File: src/rtl/io_pkg.sv
// Shared constants and types for the I/O decoder and the peripheral bank.
package io_pkg;

  localparam int unsigned IO_LED_BIT = 0;
  localparam int unsigned IO_SW_BIT  = 1;
  localparam int unsigned IO_BTN_BIT = 2;

  localparam int unsigned IO_ADDR_LED = 32;
  localparam int unsigned IO_ADDR_SW  = 33;
  localparam int unsigned IO_ADDR_BTN = 34;

  typedef logic [2:0] io_en_t;

endpackage

File: src/rtl/io_debounce.sv
// One-bit 2-FF synchroniser followed by a counting debouncer.
// deb follows the synchronised pin only after DB_CYCLES consecutive mismatching cycles.
module io_debounce #(
  parameter int unsigned DB_CYCLES = 50000
) (
  input  logic clk,
  input  logic rst_n,
  input  logic pin_in,
  output logic deb,
  output logic rise
);

  localparam int unsigned CNT_W = $clog2(DB_CYCLES + 1);

  logic             r_sync1;
  logic             r_sync2;
  logic [CNT_W-1:0] r_cnt;
  logic             w_mismatch;
  logic             w_expire;

  assign w_mismatch = r_sync2 ^ deb;
  assign w_expire   = w_mismatch && (r_cnt == CNT_W'(DB_CYCLES - 1));

  // Counter runs only while the synchronised pin disagrees with deb.
  always_ff @(posedge clk or negedge rst_n) begin
    if (!rst_n) begin
      r_sync1 <= 1'b0;
      r_sync2 <= 1'b0;
      r_cnt   <= '0;
      deb     <= 1'b0;
      rise    <= 1'b0;
    end else begin
      r_sync1 <= pin_in;
      r_sync2 <= r_sync1;
      rise    <= w_expire & r_sync2;
      if (!w_mismatch) begin
        r_cnt <= '0;
      end else if (w_expire) begin
        r_cnt <= '0;
        deb   <= r_sync2;
      end else begin
        r_cnt <= r_cnt + CNT_W'(1);
      end
    end
  end

endmodule

File: src/rtl/io_peripherals.sv
// LED register, debounced switch/button inputs and CPU read mux.
// Define IO_BTN_LATCH_EN to read buttons as read-to-clear sticky press flags.
module io_peripherals
  import io_pkg::*;
#(
  parameter int unsigned DATA_W    = 32,
  parameter int unsigned N_LEDS    = 16,
  parameter int unsigned N_SW      = 16,
  parameter int unsigned N_BTN     = 4,
  parameter int unsigned DB_CYCLES = 50000
) (
  input  logic              clk,
  input  logic              rst_n,
  input  io_en_t            io_enable,
  input  logic [DATA_W-1:0] w_data,
  input  logic [N_SW-1:0]   sw_in,
  input  logic [N_BTN-1:0]  btn_in,
  output logic [N_LEDS-1:0] leds_out,
  output logic [DATA_W-1:0] r_data
);

  logic [N_SW-1:0]  w_sw_deb;
  logic [N_SW-1:0]  w_unused_sw_rise;
  logic [N_BTN-1:0] w_btn_deb;
  logic [N_BTN-1:0] w_btn_rise;
  logic [N_BTN-1:0] w_btn_word;
  logic             w_unused_wdata;

  // Only the low N_LEDS bits of store data reach the LEDs.
  assign w_unused_wdata = ^w_data;

  always_ff @(posedge clk or negedge rst_n) begin
    if (!rst_n) begin
      leds_out <= '0;
    end else if (io_enable[IO_LED_BIT]) begin
      leds_out <= w_data[N_LEDS-1:0];
    end
  end

  for (genvar i = 0; i < int'(N_SW); i++) begin : g_sw
    io_debounce #(.DB_CYCLES(DB_CYCLES)) u_db (
      .clk    (clk),
      .rst_n  (rst_n),
      .pin_in (sw_in[i]),
      .deb    (w_sw_deb[i]),
      .rise   (w_unused_sw_rise[i])
    );
  end

  for (genvar i = 0; i < int'(N_BTN); i++) begin : g_btn
    io_debounce #(.DB_CYCLES(DB_CYCLES)) u_db (
      .clk    (clk),
      .rst_n  (rst_n),
      .pin_in (btn_in[i]),
      .deb    (w_btn_deb[i]),
      .rise   (w_btn_rise[i])
    );
  end

`ifdef IO_BTN_LATCH_EN
  logic [N_BTN-1:0] r_btn_flag;
  logic             w_unused_btn_deb;

  assign w_unused_btn_deb = ^w_btn_deb;

  // A new press in the clearing cycle wins over the clear.
  always_ff @(posedge clk or negedge rst_n) begin
    if (!rst_n) begin
      r_btn_flag <= '0;
    end else begin
      r_btn_flag <= (r_btn_flag & ~{N_BTN{io_enable[IO_BTN_BIT]}}) | w_btn_rise;
    end
  end

  assign w_btn_word = r_btn_flag;
`else
  logic w_unused_btn_rise;

  assign w_unused_btn_rise = ^w_btn_rise;
  assign w_btn_word        = w_btn_deb;
`endif

  // Switch read outranks button read on an illegal multi-hot enable.
  always_comb begin
    r_data = '0;
    if (io_enable[IO_SW_BIT]) begin
      r_data[N_SW-1:0] = w_sw_deb;
    end else if (io_enable[IO_BTN_BIT]) begin
      r_data[N_BTN-1:0] = w_btn_word;
    end
  end

endmodule

File: config.mk
export PLATFORM = sky130hd
export DESIGN_NAME = io_peripherals
export DESIGN_NICKNAME = d
export VERILOG_FILES = /design/src/rtl/io_pkg.sv /design/src/rtl/io_debounce.sv /design/src/rtl/io_peripherals.sv
export SDC_FILE = /design/constraint.sdc
export NUM_CORES = 1
export LEC_CHECK = 0
export CAP_MARGIN = 20
export CORE_MARGIN = 5
export CORE_UTILIZATION = 45
export CTS_BUF_LIST = sky130_fd_sc_hd__clkbuf_16
export CTS_CLUSTER_SIZE = 16
export DETAILED_ROUTE_END_ITERATION = 10
export GPL_TIMING_DRIVEN = 1
export HOLD_SLACK_MARGIN = 0.06
export PLACE_DENSITY = 0.69
export SLEW_MARGIN = 20
export SYNTH_ARGS = -nofsm -noshare
export SYNTH_HDL_FRONTEND = slang
export SYNTH_SLANG_ARGS = --single-unit
File: constraint.sdc
create_clock -name clk -period 1.9 [get_ports clk]
set_input_delay 0.38 -clock clk [delete_from_list [all_inputs] [get_ports clk]]
set_output_delay 0.38 -clock clk [all_outputs]
set_load 0.005 [all_outputs]
==> results of run 1 <==
-- sequential cells by signal, indices dropped and copies added (netlist names) --
signal	flops
g_btn.u_db.r_sync2	4
g_sw.u_db.r_sync2	16
g_btn.u_db.r_sync1	4
g_sw.u_db.r_sync1	16
g_btn.u_db.deb	4
g_sw.u_db.deb	16
leds_out	16
g_sw.u_db.r_cnt	256
g_btn.u_db.r_cnt	64
-- power by group through the flow --
stage | combinational [uW] | clock [uW] | sequential [uW]
2_1_floorplan | 354 | 0 | 8880
3_3_place_gp | 794 | 0 | 8900
4_1_cts | 839 | 8200 | 8760
5_1_grt | 935 | 8560 | 8790
6_report | 811 | 7880 | 8760
3_5_place_dp | 818 | 0 | 8910
-- path summary, 6_finish.rpt --
check                                           to  slack [ps]  cells past startpoint
max                        g_btn[3].u_db.r_cnt[14]          90                      5
min in group asynchronous   g_sw[7].u_db.r_cnt[13]         320                      2
min reg2reg                   g_sw[4].u_db.r_sync2         350                      0
max in group asynchronous     g_sw[5].u_db.r_sync2         830                      3
min                           g_sw[1].u_db.r_sync1         260                      1
max reg2reg                g_btn[3].u_db.r_cnt[14]          90                      5
-- cells in the final DEF (no fill, tap or decap), types with 16 or more instances in the layout --
cell,instances
nand3_1,106
dfrtp_1,393
clkbuf_16,45
nand4_1,75
nor4_1,88
ha_1,19
nand2_1,83
xor2_1,53
and3_1,16
inv_1,72
nor3_1,63
conb_1,16
clkdlybuf4s50_1,53
mux2_2,32
nor2_1,377
buf_4,69
xnor2_1,241
-- final cells by class --
cell class | count | area share, %
inverters | 62 | 1.08
clock buffers | 45 | 5.20
multi-input cells | 1281 | 37.2
repair buffers | 153 | 6.74
flip-flops and latches | 396 | 45.8
well taps | 532 | 3.08
clock inverters | 32 | 0.948
-- routing by layer --
layer / wire length [um] / vias to the layer above
met1: 15700 / 6291
met4: 733 / 0
met3: 1460 / 50
li1: - / 6336
met2: 16100 / 163
met5: 0 / -
-- worst reg2reg max path, delay by kind of cell (launching register included) --
kind	cells	cell delay [ps]
buffers and inverters	1	100
adders and majority gates	1	210
and+or+nand+nor	2	900
DFF	1	390
AOI/OAI and AO/OA	1	140
-- logic make-up (layout without fill, tap and decap cells) --
logic type,Yosys count,after routing,synth area share (%)
xor+xnor,294,294,14.0
flops,396,396,54.0
fa+ha+maj,20,20,1.36
other cells,1,16,0.0204
simple gates,889,889,23.8
buf+inv,109,292,2.70
mux,36,36,2.21
compound gates,26,26,1.96
-- metrics by stage --
stage | hold slack [ps] | cells | setup WS, ps | TNS (ps)
finish | 263 | 2501 | 91.1 | 0
global route | 237 | 2501 | 0.229 | 0
CTS | 223 | 2500 | -266 | -266
detailed placement | 291 | 2409 | -341 | -3880
global placement | 287 | 2409 | -349 | -3850
floorplan | 84.4 | 1786 | 142 | 0
-- what timing repair did --
item / CTS / global route
endpoints found under the setup margin: 16 / 23
hold buffers: 1 / 0
pin swaps: 1 / 1
buffers inserted: 12 / 1
cloned: 1 / 0
hold endpoints to repair: 98 / 0
resized for setup: 25 / 10
==> run_results.csv, run 1 <==
group,metric,value,unit
outcome,status,"completed",
synthesis,synthCells,1771,
power_and_ir_drop,power_frac_comb,4.6,%
setup_path,timing.rr.start,"g_btn[3].u_db.r_cnt[0]",
synthesis,avgSynthCellArea,10.4,um2
timing,rsz0062_at_grt,"no",
placed_design,place.gp.congestion,0.821,
setup_path,max_stage_delay,490,ps
timing,timing.fmax,0.553,GHz
power_and_ir_drop,pwr-share-clk,45.2,%
layout,multi_input_area,8040,um2
power_and_ir_drop,powerDensity,806,nW/um2
clock_network,cts_made_buffers,45,
clock_network,clock_latency,550,ps
clock_network,htreeDepth,2,
floorplanning,die_area,45000,um2
clock_network,clk_pin_slew,60,ps
drt,drc,0,
grt,grt_usage,15.7,%
synthesis,synth_cell_types,41,
timing,finalCritPeriodShare,95.2,%
grt,grt_pass1_vias,13147,
power_and_ir_drop,irDropWorstVdd,0.644,mV
timing,maxSlewViolCount,0,
placed_design,place_hpwl,23000,um
drt,totalWireLength,34000,um
clock_network,cts_root_buf,"clkbuf_16",
layout,drive_above_1_share,9.80,%
grt,met2_usage,26.1,%
clock_network,cts_tree,"done",
drt,drt_first_pass_iters,5,
power_and_ir_drop,p_leak,0.00897,uW
timing,skew,12.4,ps
setup_path,crit_required,2380,ps
layout,design_area,21600,um2
timing,setup_violations,0,
power_and_ir_drop,intPower,13600,uW
timing,hold_violations,0,
worst_hold_path,hold_path.class,"input port to flip-flop",
grt,overflow,0,
power_and_ir_drop,seqPwrFrac,50.2,%
synthesis,yosysTopAreaCell,"dfrtp_1",
setup_path,crit_path_max_fanout,4,
setup_path,cp-end-kind,"flip-flop",
grt,antenna_found_initial,1,
placed_design,io_buffers,72,
setup_path,start_kind,"flip-flop",
layout,area_growth,17.9,%
setup_path,crit_type,"flip-flop to flip-flop",
layout,regArea,9910,um2
synthesis,synth_enable_flop_cells,0,
synthesis,yosysMostFrequentCell,"dfrtp_1",
setup_path,crit_buf_inv,1,
floorplanning,rows,74,
grt,busiest_layer,"met2",
drt,viasPerCell,5.13,
setup_path,crit_chain,"ha_2 -> clkinv_1 -> or3_4 -> or4_4 -> a21oi_2",
timing,worstMarginPinSlew,512,ps
synthesis,netlist.area_leader.share,54.0,%
timing,maxSlewHeadroom,65.8,%
layout,nFillCells,3572,
timing,finalCriticalPeriod,1810,ps
grt,grt_pass1_wl,60800,um
synthesis,ys_warn_count,0,
synthesis,ys_ff_latch,396,
setup_path,slowest_stage,"or4_4",
power_and_ir_drop,finalPower,17500,uW
grt,met1_usage,21.1,%
setup_path,arrival,2290,ps
synthesis,ys_dominant_reg_cell,"dfrtp_1",
layout,fin_util,53.3,%
layout,antennaDiodeCount,0,
grt,met3_usage,2.88,%
synthesis,synthTopCellsByArea,"dfrtp_1 (54%), xnor2_1 (11%), nor2_1 (7.7%)",
drt,route.antenna.remaining_nets,0,
synthesis,synthTopCellsByCount,"dfrtp_1 (396), nor2_1 (377), xnor2_1 (241)",
synthesis,synth_area,18400,um2
floorplanning,core-area,40600,um2
power_and_ir_drop,switching_power,3810,uW
worst_hold_path,worstHoldStart,"sw_in[1]",
floorplanning,die_y,212,um
run,drv_cap,0,
layout,nets,2016,
drt,vias,12840,
setup_path,cp_top_family,"simple AND/OR/NAND/NOR gates",
clock_network,cts_num_sinks,396,
drt,drt-wirelength-per-cell,13.6,um
setup_path,crit_start,"g_btn[3].u_db.r_cnt[0]",
floorplanning,die_w,212,um
grt,grt_max_degree,77,
floorplanning,start_util,45.2,%
synthesis,synthArstFlopShare,100,%
clock_network,clock_path_buffers,3,
floorplanning,io_pins,105,
drt,drtIter0Drc,778,
placed_design,dpl_cell_area,20200,um2
synthesis,ys_seq_area_share,54.0,%
power_and_ir_drop,p_sw_share,21.8,%
Note: power is estimated with default switching activity, not from simulation.
==> inputs of run 2 (changes only) <==
CTS_BUF_LIST = sky130_fd_sc_hd__clkbuf_8 sky130_fd_sc_hd__clkbuf_16   (was sky130_fd_sc_hd__clkbuf_16)
PLACE_DENSITY = 0.68   (was 0.69)
==> run 2 against run 1 <==
Combinational power hardly changed. Sequential power about the same. Critical path depth down 2. Total power rose by 5.7%. Maximum frequency decreased by 0.46%. Via count rose by 0.24%. Hold slack lost 12 ps. Non-clock buffer count grew 2. Clock power up 13%. Clock skew rose by 1.6 ps. Critical path type unchanged. Critical endpoint is now g_sw[15].u_db.deb.
==> run_results.csv, run 2 (synthesis results as in run 1) <==
group,metric,value,unit
placed_design,io_buffers,72,
setup_path,crit_required,2340,ps
drt,totalWireLength,33900,um
floorplanning,die_w,212,um
setup_path,crit_end,"g_sw[15].u_db.deb",
power_and_ir_drop,pwr-share-clk,48.1,%
clock_network,cts_tree,"done",
layout,area_growth,19.0,%
power_and_ir_drop,finalPower,18400,uW
floorplanning,start_util,45.2,%
layout,drive_above_1_share,10.8,%
drt,drtIter0Drc,761,
layout,design_area,21900,um2
clock_network,cts_root_buf,"clkbuf_16",
drt,drc,0,
drt,drt-wirelength-per-cell,13.5,um
outcome,status,"completed",
floorplanning,rows,74,
drt,route.antenna.remaining_nets,0,
run,drv_cap,0,
timing,rsz0062_at_grt,"no",
placed_design,dpl_worst_slack,-291,ps
drt,viasPerCell,5.14,
layout,reg_top3,"g_sw.u_db.r_cnt: 256 flops, g_btn.u_db.r_cnt: 64 flops",
layout,finalNonFillerCells,2506,
layout,layout_commonest_cell,"dfrtp_1",
clock_network,clock_path_buffers,3,
placed_design,dpl_cell_area,20200,um2
power_and_ir_drop,seqPwrFrac,47.5,%
clock_network,clk_pin_slew,60,ps
setup_path,crit_path_max_fanout,2,
timing,skew,14.0,ps
clock_network,clock_latency,560,ps
timing,finalCriticalPeriod,1820,ps
grt,antenna_found_initial,2,
timing,timing.fmax,0.550,GHz
layout,nets,2017,
placed_design,place.gp.congestion,0.835,
clock_network,cts_made_buffers,44,
power_and_ir_drop,switching_power,3920,uW
grt,grt_pass1_vias,13212,
grt,grt_usage,15.7,%
power_and_ir_drop,p_sw_share,21.3,%
placed_design,place_hpwl,22800,um
drt,vias,12871,
worst_hold_path,worstHoldStart,"sw_in[15]",
layout,antennaDiodeCount,0,
timing,maxSlewViolCount,0,
setup_path,start_kind,"flip-flop",
layout,fin_util,53.8,%
setup_path,reg2regPathDepth,3,
floorplanning,core-area,40600,um2
layout,layout_common_cells,"dfrtp_1 (393), nor2_1 (377), xnor2_1 (241), nand3_1 (106), nor4_1 (88)",
clock_network,htreeDepth,2,
setup_path,cp-end-kind,"flip-flop",
setup_path,timing.reg2reg.setup_slack,80,ps
grt,grt_max_degree,70,
setup_path,timing.rr.start,"g_sw[15].u_db.r_cnt[10]",
floorplanning,die_area,45000,um2
floorplanning,io_pins,105,
timing,finalCritPeriodShare,95.6,%
worst_hold_path,hold_path.class,"input port to flip-flop",
timing,finalWorstSetupSlack,82.8,ps
power_and_ir_drop,p_leak,0.00904,uW
power_and_ir_drop,intPower,14500,uW
setup_path,crit_start,"g_sw[15].u_db.r_cnt[10]",
power_and_ir_drop,power_frac_comb,4.4,%
timing,setup_violations,0,
setup_path,regToRegEndpoint,"g_sw[15].u_db.deb",
grt,grt_pass1_wl,60700,um
setup_path,crit_type,"flip-flop to flip-flop",
setup_path,arrival,2250,ps
timing,hold_violations,0,
power_and_ir_drop,powerDensity,844,nW/um2
power_and_ir_drop,irDropWorstVdd,0.576,mV
drt,drt_first_pass_iters,4,
floorplanning,die_y,212,um
layout,largest_reg_flops,256,
layout,largest_register,"g_sw.u_db.r_cnt",
placed_design,dp.cells,2411,
grt,overflow,0,
clock_network,cts_num_sinks,396,
## run 2: area by class of cell
class | count | area [um2]
Clock buffer | 52 | 1220
Clock inverter | 28 | 322
Fill cell | 3568 | 18800
Inverter | 62 | 233
Multi-Input combinational cell | 1281 | 8030
Sequential cell | 396 | 9910
Tap cell | 532 | 666
Timing Repair Buffer | 155 | 1470
## run 2: worst max-delay path: stages, from the launching register on
cell,delay [ps]
dfrtp_1,370
or3_1,410
or4_1,580
mux2_1,340
## run 2: power groups by stage
stage | clock [uW] | combinational, uW | sequential (uW)
6_report | 8870 | 811 | 8760
5_1_grt | 9550 | 932 | 8780
4_1_cts | 9200 | 840 | 8760
3_5_place_dp | 0 | 822 | 8910
3_3_place_gp | 0 | 802 | 8900
2_1_floorplan | 0 | 354 | 8880
## run 2: worst min-delay path by stage
stage / endpoint / slack, ps / cells past startpoint
6_report: g_sw[15].u_db.r_sync1 / 250 / 1
5_1_grt: g_sw[13].u_db.r_sync1 / 220 / 1
2_1_floorplan: g_btn[0].u_db.deb / 80 / 0
3_3_place_gp: g_sw[8].u_db.deb / 320 / 1
3_5_place_dp: g_sw[8].u_db.deb / 320 / 1
4_1_cts: g_sw[15].u_db.r_sync1 / 220 / 1
## run 2: layer usage
metal | GRT usage (%) | wire (um) | up-vias
li1 | - | - | 6361
met1 | 21.0 | 15700 | 6286
met5 | 0 | 0 | -
met4 | 4.20 | 671 | 0
met3 | 3.88 | 1660 | 51
met2 | 25.8 | 16000 | 173
## run 2: repair_timing
action	in CTS	in global routing
resized for setup	24	6
hold buffers	1	0
setup endpoints to repair	16	17
hold endpoints to repair	72	0
buffers inserted	13	0
gates cloned	1	0
## run 2: through the flow
step | hold WS, ps | TNS (ps)
after floorplan | 84.4 | 0
after global placement | 317 | -3690
after detailed placement | 316 | -3940
after CTS | 215 | 0
after global routing | 218 | 0
final | 251 | 0
==> inputs of run 3 (changes only) <==
clock period = 1.5 ns   (was 1.9 ns; I/O delays follow)
==> run 3 against run 2 <==
Via count increased by 13%. Global-route usage increased by 2.2 points. The run now ends with negative setup slack left. Clock power increased by 18%. Cell count increased by 13%. Non-clock buffer count increased by 314. Register-to-register slack got worse by 300 ps. Core utilization increased by 10 points. Largest cell class unchanged. Maximum frequency increased by 5.8%. Highest routed layer unchanged. Critical path type unchanged.
==> run_results.csv, run 3 (synthesis results as in run 1) <==
group,metric,value,unit
layout,reg_top3,"g_sw.u_db.r_cnt: 256 flops, g_btn.u_db.r_cnt: 64 flops",
placed_design,place.gp.congestion,0.833,
layout,drive_above_1_share,36.0,%
layout,nFillCells,3000,
layout,finalNonFillerCells,2821,
layout,antennaDiodeCount,0,
timing,finalCritPeriodShare,115,%
timing,setup_violations,250,
power_and_ir_drop,switching_power,5320,uW
layout,nets,2333,
clock_network,cts_tree,"done",
clock_network,clock_path_buffers,3,
floorplanning,start_util,45.2,%
setup_path,max_stage_delay,390,ps
power_and_ir_drop,finalPower,23100,uW
layout,design_area,26000,um2
layout,largest_register,"g_sw.u_db.r_cnt",
clock_network,cts_num_sinks,396,
grt,overflow,0,
grt,antenna_found_initial,0,
power_and_ir_drop,power_frac_comb,6.7,%
power_and_ir_drop,p_sw_share,23.0,%
layout,layout_commonest_cell,"dfrtp_1",
clock_network,htreeDepth,2,
drt,vias,14525,
outcome,violations,"negative setup slack",
drt,drt-wirelength-per-cell,14.9,um
layout,layout_common_cells,"dfrtp_1 (389), buf_4 (347), xnor2_1 (240), nor2_1 (220), nand3_1 (90)",
setup_path,crit_path_max_fanout,8,
drt,totalWireLength,42100,um
timing,finalWorstSetupSlack,-218,ps
timing,timing.fmax,0.582,GHz
timing,finalCriticalPeriod,1720,ps
grt,grt_pass1_vias,14702,
timing,maxSlewHeadroom,41.2,%
timing,maxSlewViolCount,0,
clock_network,clk_pin_slew,60,ps
placed_design,dpl_cell_area,22200,um2
drt,drc,0,
floorplanning,die_w,212,um
clock_network,cts_made_buffers,43,
layout,largest_reg_flops,256,
setup_path,cp-end-kind,"flip-flop",
run,drv_cap,0,
floorplanning,io_pins,105,
power_and_ir_drop,seqPwrFrac,47.9,%
layout,area_growth,41.7,%
setup_path,slowest_stage,"dfrtp_1",
power_and_ir_drop,intPower,17800,uW
timing,skew,15.3,ps
setup_path,crit_type,"flip-flop to flip-flop",
floorplanning,die_y,212,um
grt,grt_usage,17.9,%
setup_path,arrival,2160,ps
setup_path,crit_chain,"nor4_2 -> nand3b_1 -> buf_6 -> o41ai_4 -> buf_4 -> clkbuf_16 -> nor2_1",
drt,viasPerCell,5.15,
timing,hold_ws,171,ps
power_and_ir_drop,p_leak,0.0107,uW
drt,route.antenna.remaining_nets,0,
power_and_ir_drop,irDropWorstVdd,0.791,mV
grt,grt_pass1_wl,68500,um
drt,drtIter0Drc,815,
floorplanning,core-area,40600,um2
timing,rsz0062_at_grt,"yes",
power_and_ir_drop,powerDensity,889,nW/um2
grt,grt_max_degree,70,
clock_network,clock_latency,560,ps
clock_network,cts_root_buf,"clkbuf_16",
layout,multi_input_area,9720,um2
outcome,status,"finished with violations",
worst_hold_path,hold_path.class,"input port to flip-flop",
placed_design,io_buffers,72,
power_and_ir_drop,pwr-share-clk,45.3,%
drt,drt_first_pass_iters,5,
setup_path,crit_required,1940,ps
floorplanning,rows,74,
setup_path,cp_top_family,"simple AND/OR/NAND/NOR gates",
floorplanning,die_area,45000,um2
setup_path,start_kind,"flip-flop",
layout,regArea,9920,um2
layout,fin_util,64.0,%
placed_design,dp.cells,2644,
setup_path,crit_buf_inv,3,
timing,worstMarginPinSlew,880,ps
timing,hold_violations,0,
placed_design,place_hpwl,26000,um
run 3: worst paths after layout:
check	start	endpoint	slack [ps]	cells after the start
max reg2reg	g_btn[0].u_db.r_cnt[12]	g_btn[0].u_db.r_cnt[11]	-220	7
min reg2reg	g_sw[8].u_db.r_sync1	g_sw[8].u_db.r_sync2	350	0
min in group asynchronous	rst_n	g_sw[8].u_db.r_sync1	200	2
max	g_btn[0].u_db.r_cnt[12]	g_btn[0].u_db.r_cnt[11]	-220	7
max in group asynchronous	rst_n	g_sw[1].u_db.deb	590	3
min	sw_in[4]	g_sw[4].u_db.r_sync1	170	1
run 3: worst register-to-register path: stages, from the launching register on:
cell and delay (ps):
dfrtp_1 390, nor4_2 310, nand3b_1 160, buf_6 150
o41ai_4 220, buf_4 180, clkbuf_16 160, nor2_1 40
run 3: timing repair:
item | CTS | global route
hold buffers | 1 | 0
endpoints found under the hold margin | 396 | 0
resized for setup | 209 | 292
pin swaps | 77 | 110
setup endpoints to repair | 272 | 358
buffers inserted | 41 | 45
gates cloned | 8 | 6
run 3: metal layers:
layer  vias up  global-route usage, %  routed length (um)
met1      7210                   23.5               17800
met2       226                   30.5               21500
li1       7011                      -                   -
met5         -                      0                   0
met4         0                   5.24                1070
met3        78                   3.22                1700
run 3: power groups by stage:
stage               Combinational [uW]  Sequential (uW)  Clock (uW)
floorplan                          486            11300           0
global placement                  1220            11300           0
detailed placement                1260            11300           0
CTS                               1370            11100       10800
global route                      1720            11100       11200
finish                            1560            11100       10500
run 3: metrics by stage:
step,setup WS (ps),TNS (ps)
floorplan,-218,-11870
global placement,-481,-21850
detailed placement,-528,-30890
CTS,-205,-19920
global route,-334,-51520
finish,-218,-30820
run 3: final cells by class:
class / count / area share, %
flip-flops and latches: 396 / 38.1
multi-input cells: 1284 / 37.4
repair buffers: 469 / 15.6
clock buffers: 53 / 4.71
well taps: 532 / 2.56
inverters: 62 / 0.899
clock inverters: 25 / 0.741
